`src/rtl/mandala_pkg.sv`:
```
// Shared constants and helpers for the mandala renderer: mode encodings,
// pipeline depth and the per-ring colour tint.
package mandala_pkg;

    localparam logic [1:0] MODE_PETAL  = 2'd0;
    localparam logic [1:0] MODE_RING   = 2'd1;
    localparam logic [1:0] MODE_SPIRAL = 2'd2;
    localparam logic [1:0] MODE_SOLID  = 2'd3;

    localparam int PIPE_LAT = 3;
    localparam int TINT_MUL = 21;
    localparam int TINT_OFS = 48;

    // Ring tint (L*21 + 48) mod 64; 6-bit arithmetic gives the modulo for free.
    function automatic logic [5:0] tint(input logic [5:0] layer);
        return layer * 6'(TINT_MUL) + 6'(TINT_OFS);
    endfunction

endpackage

```
`src/rtl/mandala_radius.sv`:
```
// Stages 1-2 of the mandala pipeline: absolute deltas from the centre (S1, 1 cycle)
// and octagonal radius max+min/2 (S2, 1 more cycle); free-running, no backpressure.
module mandala_radius
    import mandala_pkg::*;
#(
    parameter int COORD_W  = 10,
    parameter int H_CENTER = 320,
    parameter int V_CENTER = 240
)(
    input  logic               clk,
    input  logic               rst,
    input  logic [COORD_W-1:0] i_hpos,
    input  logic [COORD_W-1:0] i_vpos,
    output logic [COORD_W-1:0] o_dx,
    output logic [COORD_W-1:0] o_dy,
    output logic [COORD_W:0]   o_radius
);

    localparam logic [COORD_W-1:0] LP_HC = COORD_W'(H_CENTER);
    localparam logic [COORD_W-1:0] LP_VC = COORD_W'(V_CENTER);

    logic [COORD_W-1:0] w_dx_abs;
    logic [COORD_W-1:0] w_dy_abs;
    logic [COORD_W-1:0] w_max;
    logic [COORD_W-1:0] w_min;
    logic [COORD_W:0]   w_radius;

    logic [COORD_W-1:0] r_dx;
    logic [COORD_W-1:0] r_dy;
    logic [COORD_W:0]   r_radius;

    assign w_dx_abs = (i_hpos >= LP_HC) ? (i_hpos - LP_HC) : (LP_HC - i_hpos);
    assign w_dy_abs = (i_vpos >= LP_VC) ? (i_vpos - LP_VC) : (LP_VC - i_vpos);

    assign w_max = (r_dx >= r_dy) ? r_dx : r_dy;
    assign w_min = (r_dx >= r_dy) ? r_dy : r_dx;
    // One extra bit of headroom: max + min/2 never exceeds 1.5 * max.
    assign w_radius = {1'b0, w_max} + {2'b00, w_min[COORD_W-1:1]};

    always_ff @(posedge clk or posedge rst) begin
        if (rst) begin
            r_dx     <= '0;
            r_dy     <= '0;
            r_radius <= '0;
        end else begin
            r_dx     <= w_dx_abs;
            r_dy     <= w_dy_abs;
            r_radius <= w_radius;
        end
    end

    assign o_dx     = r_dx;
    assign o_dy     = r_dy;
    assign o_radius = r_radius;

endmodule

```
`src/rtl/mandala_engine.sv`:
```
// Pipelined mandala renderer: coords+syncs in, 2:2:2 RGB out; PINGPONG_EN makes phase bounce.
// Latency 3 cycles (pixel and syncs alike); no backpressure, one pixel per clock.
module mandala_engine
    import mandala_pkg::*;
#(
    parameter int COORD_W    = 10,
    parameter int H_CENTER   = 320,
    parameter int V_CENTER   = 240,
    parameter int N_LAYERS   = 8,
    parameter int RING_SHIFT = 6,
    parameter int PHASE_W    = 8
)(
    input  logic               clk,
    input  logic               reset,
    input  logic [COORD_W-1:0] hpos,
    input  logic [COORD_W-1:0] vpos,
    input  logic               display_on,
    input  logic               hsync_in,
    input  logic               vsync_in,
    input  logic [1:0]         mode,
    input  logic [2:0]         speed,
    input  logic               freeze,
    output logic [5:0]         rgb,
    output logic               hsync_out,
    output logic               vsync_out,
    output logic               frame_tick,
    output logic [PHASE_W-1:0] phase
);

    localparam logic [COORD_W:0] LP_N_LAYERS = (COORD_W+1)'(N_LAYERS);

    logic [COORD_W-1:0] w_dx;
    logic [COORD_W-1:0] w_dy;
    logic [COORD_W:0]   w_radius;

    mandala_radius #(
        .COORD_W  (COORD_W),
        .H_CENTER (H_CENTER),
        .V_CENTER (V_CENTER)
    ) u_radius (
        .clk      (clk),
        .rst      (reset),
        .i_hpos   (hpos),
        .i_vpos   (vpos),
        .o_dx     (w_dx),
        .o_dy     (w_dy),
        .o_radius (w_radius)
    );

    logic               r_vsync_prev;
    logic               r_frame_tick;
    logic [2:0]         r_frame_div;
    logic [PHASE_W-1:0] r_phase;
    logic [PHASE_W-1:0] w_phase_next;
    logic               w_vs_edge;
    logic               w_frame_en;
    logic               w_advance;

    assign w_vs_edge  = vsync_in & ~r_vsync_prev;
    assign w_frame_en = w_vs_edge & ~freeze;
    // >= rather than == so a speed lowered mid-count still releases promptly.
    assign w_advance  = w_frame_en & (r_frame_div >= speed);

`ifdef PINGPONG_EN
    logic r_dir;
    logic w_hit_end;

    assign w_phase_next = r_dir ? (r_phase - PHASE_W'(1)) : (r_phase + PHASE_W'(1));
    assign w_hit_end    = r_dir ? (w_phase_next == '0) : (w_phase_next == '1);

    always_ff @(posedge clk or posedge reset) begin
        if (reset) begin
            r_dir <= 1'b0;
        end else if (w_advance && w_hit_end) begin
            r_dir <= ~r_dir;
        end
    end
`else
    assign w_phase_next = r_phase + PHASE_W'(1);
`endif

    always_ff @(posedge clk or posedge reset) begin
        if (reset) begin
            r_vsync_prev <= 1'b0;
            r_frame_tick <= 1'b0;
            r_frame_div  <= '0;
            r_phase      <= '0;
        end else begin
            r_vsync_prev <= vsync_in;
            r_frame_tick <= w_vs_edge;
            if (w_frame_en) begin
                r_frame_div <= w_advance ? 3'd0 : (r_frame_div + 3'd1);
            end
            if (w_advance) begin
                r_phase <= w_phase_next;
            end
        end
    end

    logic [2:0] r_hs_d;
    logic [2:0] r_vs_d;
    logic [1:0] r_de_d;
    logic [7:0] r_ang;
    logic [1:0] r_mode_s2;
    logic [5:0] r_rgb;

    logic [COORD_W:0] w_layer;
    logic [2:0]       w_k;
    logic [2:0]       w_petal_idx;
    logic [2:0]       w_spiral_idx;
    logic             w_lit;
    logic             w_valid;
    logic [5:0]       w_colour;
    logic             w_unused;

    assign w_layer      = w_radius >> RING_SHIFT;
    assign w_k          = w_layer[2:0];
    assign w_petal_idx  = w_k + 3'd3;
    assign w_spiral_idx = w_radius[5:3] + w_k;
    assign w_valid      = r_de_d[1] & (w_layer < LP_N_LAYERS);
    assign w_colour     = r_phase[7:2] + tint(w_layer[5:0]);
    assign w_unused     = ^{w_dx, w_dy, w_radius[2:0], r_phase};

    always_comb begin
        w_lit = 1'b1;
        case (r_mode_s2)
            MODE_PETAL:  w_lit = r_ang[w_k] ^ r_ang[w_petal_idx];
            MODE_RING:   w_lit = w_layer[0] ^ r_ang[7];
            MODE_SPIRAL: w_lit = r_ang[w_spiral_idx];
            default:     w_lit = 1'b1;
        endcase
    end

    always_ff @(posedge clk or posedge reset) begin
        if (reset) begin
            r_hs_d    <= '0;
            r_vs_d    <= '0;
            r_de_d    <= '0;
            r_ang     <= '0;
            r_mode_s2 <= MODE_PETAL;
            r_rgb     <= '0;
        end else begin
            r_hs_d    <= {r_hs_d[1:0], hsync_in};
            r_vs_d    <= {r_vs_d[1:0], vsync_in};
            r_de_d    <= {r_de_d[0], display_on};
            r_ang     <= (w_dx[7:0] ^ w_dy[7:0]) + r_phase[7:0];
            r_mode_s2 <= mode;
            r_rgb     <= (w_valid & w_lit) ? w_colour : 6'd0;
        end
    end

    assign rgb        = r_rgb;
    assign hsync_out  = r_hs_d[2];
    assign vsync_out  = r_vs_d[2];
    assign frame_tick = r_frame_tick;
    assign phase      = r_phase;

endmodule

```
`config.mk`:
```
export PLATFORM = sky130hd
export DESIGN_NAME = mandala_engine
export DESIGN_NICKNAME = d
export VERILOG_FILES = /design/src/rtl/mandala_pkg.sv /design/src/rtl/mandala_radius.sv /design/src/rtl/mandala_engine.sv
export SDC_FILE = /design/constraint.sdc
export NUM_CORES = 1
export LEC_CHECK = 0
export ABC_CLOCK_PERIOD_IN_PS = 3400
export CORE_ASPECT_RATIO = 1.1
export CORE_UTILIZATION = 46
export DETAILED_ROUTE_END_ITERATION = 10
export GPL_ROUTABILITY_DRIVEN = 1
export PLACE_DENSITY = 0.7
export SYNTH_ARGS = -nofsm -noshare
export SYNTH_HDL_FRONTEND = slang
export SYNTH_SLANG_ARGS = --single-unit
```
`constraint.sdc`:
```
create_clock -name clk -period 3.4 [get_ports clk]
set_clock_uncertainty 0.2 [all_clocks]
set_input_delay 0.68 -clock clk [delete_from_list [all_inputs] [get_ports clk]]
set_output_delay 0.68 -clock clk [all_outputs]
set_load 0.03 [all_outputs]
```
# Word-level counts from Yosys, hierarchy flattened
# Cells that the tools add are included.
[op_classes] n_reduce_logical=1 mux=13 magnitude_cmp=8 eq_ne=2 bitwise=10 multipliers=1 n_addsub=12
[ops] cell="10-bit 2-to-1 mux" count=4
[ops] cell="3-bit by 4-bit less-than comparator with 1-bit output (second input constant)" count=3
[ops] cell="10-bit by 9-bit adder with 11-bit output" count=1
[ops] cell="10-bit >= comparator" count=1
[ops] cell="10-bit by 8-bit >= comparator with 1-bit output (second input constant)" count=1
[ops] cell="10-bit by 9-bit >= comparator with 1-bit output (second input constant)" count=1
[ops] cell="10-bit by 8-bit subtractor with 10-bit output (second input constant)" count=1
[ops] cell="10-bit by 9-bit subtractor with 10-bit output (second input constant)" count=1
[ops] cell="8-bit by 10-bit subtractor with 10-bit output (first input constant)" count=1
[ops] cell="9-bit by 10-bit subtractor with 10-bit output (first input constant)" count=1
[ops] cell="1-bit binary-select mux with 3-bit select" count=3
[ops] cell="8-bit by 1-bit adder with 8-bit output (second input constant)" count=1
[ops] cell="8-bit adder" count=1
[ops] cell="8-bit XOR" count=1
[ops] cell="6-bit adder" count=1
[ops] cell="6-bit adder (second input constant)" count=1
[ops] cell="5-bit by 5-bit multiplier with 6-bit output (second input constant)" count=1
[ops] cell="6-bit 2-to-1 mux" count=1
[ops] cell="1-bit bitwise AND" count=5
[ops] cell="5-bit by 4-bit less-than comparator with 1-bit output (second input constant)" count=1
[ops] cell="3-bit by 1-bit adder with 3-bit output (second input constant)" count=1
[ops] cell="3-bit by 2-bit adder with 3-bit output (second input constant)" count=1
[ops] cell="3-bit adder" count=1
[ops] cell="3-bit >= comparator" count=1
[ops] cell="other kinds (8)" count=12
[word_totals] out_inout_bits=17 ff_bits=68 elab_cells=60 in_bits=31

# Depth between registers and ports, before layout
# Gate-level depths: netlist (run 1).
[logic_depth] ltp_word=7 mapped_depth=16 ltp_nobuf=15

# Cells and area by module
# A second synthesis (run 1) with hierarchy kept.
[unflattened] cells_unflattened=411 hier_area_um2=4408.0
[modules_own_cells] mod="mandala_engine" seq_area_each_um2=900.9 instances=1 area_each_um2=2248.4 cells_each=188
[modules_own_cells] mod="mandala_radius" seq_area_each_um2=775.7 instances=1 area_each_um2=2159.6 cells_each=223

# Least setup slack after synthesis (run 1)
# OpenSTA, ideal clock, no wires.
[synth_timing] path_kind="reg-to-reg" start="register u_radius.r_dy[7], in the netlist u_radius.o_dy[7]" end="register u_radius.r_radius[9], in the netlist u_radius.o_radius[9]" period_less_slack_ns=3.737 setup_ns=0.104 slack_ns=-0.337 stages_incl_launch_ff=16 n_path_buf=1 t_required_ns=3.096 t_arrival_ns=3.433 cell_sequence="dfrtp_1 > inv_1 > ha_1 > a211oi_1 > nor2_1 > or3_1 > nor2_1 > buf_4 > mux2_2 > ha_1 > a21o_1 > a21oi_1 > o21ai_0 > a31oi_1 > nand2_1 > a221oi_1"
[synth_between] elab_chain_len=3 word_cells_on_any_way=4
[synth_rtl] item="from (decl)" line_no="mandala_radius.sv:29" source="logic [COORD_W-1:0] r_dy;"
[synth_rtl] item="from (signal assigned)" line_no="mandala_radius.sv:47" source="r_dy <= w_dy_abs;"
[synth_rtl] item="10-bit >= comparator" line_no="mandala_radius.sv:35, mandala_radius.sv:36"
[synth_rtl] item="10-bit 2-to-1 mux, on equally long branches" line_no="mandala_radius.sv:35, mandala_radius.sv:36"
[synth_rtl] item="10-bit by 9-bit adder with 11-bit output *" line_no="mandala_radius.sv:38" source="assign w_radius = {1'b0, w_max} + {2'b00, w_min[COORD_W-1:1]};"
[synth_rtl] item="via u_radius.w_radius[9]" line_no="mandala_radius.sv:26" source="logic [COORD_W:0] w_radius;"
[synth_rtl] item="to (signal assigned)" line_no="mandala_radius.sv:48" source="r_radius <= w_radius;"
[synth_rtl] item="to (decl)" line_no="mandala_radius.sv:30" source="logic [COORD_W:0] r_radius;"
# The timed path passes the listed nets; every way through them passes the cells marked *.
# A chain may end at the register's enable or synchronous reset.

# Final worst setup path (run 1)
[layout_timing] start="register u_radius.r_dy[5], in the netlist u_radius.o_dy[5]" end="register u_radius.r_radius[7], in the netlist u_radius.o_radius[7]"
# Same word-level chain as after synthesis.

==> impl_metrics.ini, run 1 <==
[sta]
slew_headroom = 0.580
slew_viol_final = 0
worst_slew_pin_slew_ns = 0.626
fin_ws_ns = -0.0488
whs_ns = 0.155
hold_viol = 0
rsz0062_at_grt = yes
period_share = 1.01
period_minus_slack_ns = 3.45
setup_violations = 3
setup_tns_ns = -0.0713
fmax_ghz = 0.290

[finish]
fill_cells = 693
multi_input_area_sq_mm = 0.00278
area_delta_synth_final_pct = 37.0
diodes = 0
final_nets = 629
register_area_sq_mm = 0.00160
drive_gt1_frac = 0.269
final_cell_area_sq_mm = 0.00587

[synth]
ys_ff_latch = 64
async_flop_share = 1.00
avgSynthCellArea_sq_um = 10.1
yosys.area.top_type = dfrtp_1
ys_top_cells_by_area = dfrtp_1 37%, ha_1 15%, xnor2_1 5.1%
synth_cells = 424
syn_nets = 512
synth_cell_types = 46
yosys.area_share.simple = 0.136
synth_flop_cell = dfrtp_1
synth_warnings = 0
synth_area_sq_mm = 0.00428
synthAdderAreaFrac = 0.177
synth_edf_count = 0
netlist_top_cells_count = 64 x dfrtp_1, 51 x ha_1, 46 x inv_1, 26 x nor2_1, 25 x xnor2_1
synth_top_family_by_area = adder cells
yosysSeqAreaShare = 0.374
yosysTopAreaCellShare = 0.374
synth.area.mux_share = 0.0722
synth-xor-area-share = 0.0879
yosysMostFrequentCell = dfrtp_1
synth-compound-area-share = 0.105

[floorplanning]
fp.dieW_microns = 94
core_area_sq_mm = 0.00896
floorplan.initialDensity = 0.478
rows = 36
die_y_microns = 103
die-area_sq_mm = 0.00970
ioPinCount = 48

[clocking]
clkLatencyLatePin_ns = 0.34
cts_tree = done
clock_tree.root_cell = clkbuf_8
cts-htree-levels = 3
cts.clk_slew.worst_paths_ns = 0.07
clk_path_buf_depth = 2
hold_buffers = 0
cts_made_buffers = 9
clock_sinks = 64

[critical_path]
crit_chain = inv_1 -> ha_4 -> buf_4 -> nand4_1 -> a221oi_4 -> nor2_4 -> buf_6 -> mux2_4 -> ha_4 -> nand4_1 -> nor2_2 -> a31oi_2 -> buf_4 -> a21oi_1 -> nand3b_1
start_kind = flop
cpPeakStageDelay_ns = 0.40
path_class = flop to flop
critPathTopFamily = simple AND/OR/NAND/NOR gates
critPathArrivalTime_ns = 3.53
cp_max_fo = 7
crit_required_ns = 3.48
cp_slowest_cell = a221oi_4
end_kind = flop
cp_num_buf_inv = 4

[place]
portBuffers = 47
place.gp.congestion = 0.831
place_area_sq_mm = 0.00526
dp_hpwl_mm = 7.38
pre_cts_slack_ns = -0.217

[global_route]
gr-usage-met1 = 0.228
met3_usage = 0.0417
overflow = 0
gr-usage-all-layers = 0.212
met2_usage = 0.405
grt.busiest_layer = met2
grt_pass1_vias = 3620
grt_pass1_wl_mm = 15.7
antenna_found_initial = 0
grt_start_max_net_pins = 31

[detailed_routing]
route.detailed.drc = 0
drt_iter0_drc = 83
vias = 3502
routedWlPerCell_microns = 14.3
wl_mm = 9.41
ant_nets = 0
viasPerCell = 5.31
drt_pass1_iterations = 4

[pwr]
p_leak_nw = 2.72
power_per_cell_area_mw_per_mm2 = 711
irDropWorstVdd_uv = 267
power.total_mw = 4.17

[worst_hold_path]
hp-class = flop to flop

[flow_run]
drv_cap = 0

[outcome]
violations = negative setup slack
outcome = complete, but fails checks
-- state kept, by name, summed over array words and instances (netlist names) --
signal / flops
u_radius.o_dx: 10
u_radius.o_dy: 10
phase: 8
r_ang: 8
u_radius.o_radius: 8
rgb: 6
r_frame_div: 3
r_hs_d: 3
r_vs_d: 3
r_de_d: 2
r_mode_s2: 2
frame_tick: 1
-- stage by stage --
stage	util	std cells
floorplan	-	424
global placement	0.587	623
detailed placement	0.587	623
CTS	0.632	651
global route	0.655	660
finish	0.655	660
-- area by class of cell --
cell class | instances | area share
Clock buffer | 10 | 0.0217
Clock inverter | 6 | 0.0102
Inverter | 46 | 0.0294
Multi-Input combinational cell | 308 | 0.474
Sequential cell | 64 | 0.273
Tap cell | 114 | 0.0243
Timing Repair Buffer | 112 | 0.167
-- power breakdown --
part	switching, mW	internal [mW]
combinational	1.15	1.30
sequential	0.151	0.943
clock	0.287	0.334
-- cells in the final DEF (no fill, tap or decap), types with 6 or more instances in the layout --
master            n
xor2_1           18
inv_2             8
a21oi_1          18
nor2_1           24
nand3_1           9
mux4_2            6
clkbuf_8          9
clkdlybuf4s50_1  47
mux2_2            7
inv_1            38
nand2b_1          6
xnor2_1          24
a21o_1            7
o21ai_0          10
buf_6             7
nand4_1          11
and2_1            7
buf_4            57
ha_4             13
o21ai_2           6
ha_1             36
nor3_1            8
dfrtp_1          63
nand2_1          22
-- worst reg2reg max path, cell delays in order, from the launching register on --
cell,delay (ns)
dfrtp_1,0.37
inv_1,0.10
ha_4,0.28
buf_4,0.10
nand4_1,0.19
a221oi_4,0.40
nor2_4,0.13
buf_6,0.14
mux2_4,0.31
ha_4,0.30
nand4_1,0.14
nor2_2,0.18
a31oi_2,0.13
buf_4,0.19
a21oi_1,0.12
nand3b_1,0.11
-- layer usage --
layer | routed length (microns) | vias up | part of all wire
met5 | 0 | - | 0
met4 | 260 | 0 | 0.028
met3 | 279 | 21 | 0.030
met2 | 4990 | 81 | 0.53
met1 | 3880 | 1678 | 0.41
li1 | - | 1722 | -
-- cells by family (layout without fill, tap and decap cells) --
family / after synthesis / after routing
DFF: 64 / 64
xor gates and xnor gates: 43 / 43
adders and majority gates: 57 / 57
muxes: 22 / 22
buffers and inverters: 52 / 174
and+or+nand+nor: 114 / 114
AOI/OAI and AO/OA: 72 / 72
-- timing repair --
action,CTS,global route
gates cloned,0,1
pin swaps,24,28
setup endpoints to repair,7,9
gates resized for setup,29,30
setup buffers,12,8
-- final timing paths --
kind / startpoint / endpoint / slack, ns / cells after the start
max: u_radius.o_dy[5] / u_radius.o_radius[7] / -0.05 / 15
max reg2reg: u_radius.o_dy[5] / u_radius.o_radius[7] / -0.05 / 15
min in group asynchronous: reset / phase[0] / 0.38 / 2
min: r_hs_d[0] / r_hs_d[1] / 0.16 / 0
max in group asynchronous: reset / u_radius.o_dx[6] / 1.96 / 3
min reg2reg: r_hs_d[0] / r_hs_d[1] / 0.16 / 0
(Power assumes the default switching activity.)
==> inputs of run 2 (changes only) <==
- HOLD_SLACK_MARGIN: not set -> 0.06
- SKIP_LAST_GASP: not set -> 1
==> impl_metrics.ini, run 2 (synthesized netlist as in run 1, its figures left out) <==
[outcome]
outcome = complete, but fails checks
violations = negative setup slack

[clocking]
clock_tree.root_cell = clkbuf_8
cts_tree = done
cts.clk_slew.worst_paths_ns = 0.07
cts-htree-levels = 3
clock_sinks = 64
clkLatencyLatePin_ns = 0.35
cts_made_buffers = 9
clk_path_buf_depth = 2

[sta]
slew_headroom = 0.572
fin_ws_ns = -0.0453
slew_viol_final = 0
worst_slew_pin_slew_ns = 0.637
setup_violations = 2
period_minus_slack_ns = 3.45
whs_ns = 0.155
period_share = 1.01
rsz0062_at_grt = yes
setup_tns_ns = -0.0679
fmax_ghz = 0.290
hold_viol = 0

[worst_hold_path]
min_path_cells = 0
min-delay-start = r_hs_d[0]
hp-class = flop to flop
hold_end = r_hs_d[1]

[finish]
area_delta_synth_final_pct = 36.9
layout_common_cells = 63 x dfrtp_1, 56 x buf_4, 47 x clkdlybuf4s50_1, 38 x inv_1, 36 x ha_1
final_cell_area_sq_mm = 0.00586
final_nets = 628
drive_gt1_frac = 0.268
fill_cells = 697
stdcell_count = 659
layout_commonest_cell = dfrtp_1
diodes = 0

[floorplanning]
fp.dieW_microns = 94
rows = 36
floorplan.initialDensity = 0.478
die-area_sq_mm = 0.00970
ioPinCount = 48
die_y_microns = 103
core_area_sq_mm = 0.00896

[global_route]
grt_start_max_net_pins = 31
gr-usage-all-layers = 0.212
grt_pass1_vias = 3617
overflow = 0
antenna_found_initial = 0
grt_pass1_wl_mm = 15.7

[place]
place_area_sq_mm = 0.00526
dp.cells = 623
place.gp.congestion = 0.831
dp_hpwl_mm = 7.38
portBuffers = 47

[detailed_routing]
vias = 3497
drt_pass1_iterations = 4
routedWlPerCell_microns = 14.3
route.detailed.drc = 0
drt_iter0_drc = 93
ant_nets = 0
wl_mm = 9.41
viasPerCell = 5.31

[critical_path]
worst_r2r_endpoint = u_radius.o_radius[7]
end_kind = flop
r2r_cells = 18
reg2reg_from = u_radius.o_dy[5]
cp_max_fo = 7
start_kind = flop
path_class = flop to flop
critPathArrivalTime_ns = 3.47
r2r_slack_ns = -0.05
crit_required_ns = 3.43

[flow_run]
drv_cap = 0

[pwr]
p_leak_nw = 2.71
power_per_cell_area_mw_per_mm2 = 711
irDropWorstVdd_uv = 267
-- run 2: through the flow --
stage,util,total power [mW],worst slack (ns)
2_1_floorplan,-,2.64,-0.0376
3_3_place_gp,0.587,3.26,-0.151
3_5_place_dp,0.587,3.33,-0.217
4_1_cts,0.631,4.08,-0.00370
5_1_grt,0.654,4.52,-0.201
6_report,0.654,4.17,-0.0453
-- run 2: layout make-up --
type | instances | area [sq um] | share of cell area
inverters | 46 | 173 | 0.0295
clock buffers | 10 | 128 | 0.0218
flip-flops and latches | 64 | 1600 | 0.273
well taps | 114 | 143 | 0.0243
multi-input cells | 308 | 2780 | 0.474
repair buffers | 111 | 975 | 0.166
clock inverters | 6 | 60.1 | 0.0102
-- run 2: worst max-delay path by stage --
stage / from / slack (ns) / endpoint / cells after the start
final: u_radius.o_dy[5] / -0.05 / u_radius.o_radius[7] / 18
after global routing: u_radius.o_dy[5] / -0.20 / u_radius.o_radius[9] / 17
after CTS: u_radius.o_dx[8] / -0.004 / u_radius.o_radius[9] / 13
after detailed placement: u_radius.o_dy[9] / -0.22 / u_radius.o_radius[9] / 14
after global placement: u_radius.o_dy[6] / -0.15 / u_radius.o_radius[9] / 14
after floorplan: u_radius.o_dy[9] / -0.04 / u_radius.o_radius[9] / 15
-- run 2: power breakdown --
group          internal (mW)  switching, mW
Combinational           1.30           1.15
Sequential             0.943          0.151
Clock                  0.334          0.288
-- run 2: what timing repair did --
action | in CTS | in global routing
endpoints found under the setup margin | 7 | 9
buffers inserted | 12 | 7
endpoints found under the hold margin | 0 | 0
hold buffers | 0 | 0
gates cloned | 0 | 1
gates resized for setup | 28 | 31
pin swaps | 24 | 25
-- run 2: critical path, cell delays in order (launching register included) --
cell	delay, ns
dfrtp_1	0.37
inv_1	0.10
ha_4	0.28
buf_4	0.10
nand4_1	0.19
a221oi_4	0.40
nor2_4	0.13
buf_6	0.14
buf_6	0.12
nand2_2	0.05
o21ai_2	0.06
ha_2	0.20
a21o_1	0.21
a21oi_4	0.13
o21ai_2	0.09
a31oi_2	0.20
buf_4	0.15
a21oi_1	0.05
nand3b_1	0.15
-- run 2: layer usage --
| layer | track usage | part of all wire |
|---|---|---|
| met5 | 0 | 0 |
| met4 | 0.0876 | 0.027 |
| met3 | 0.0417 | 0.029 |
| met2 | 0.405 | 0.53 |
| met1 | 0.227 | 0.41 |
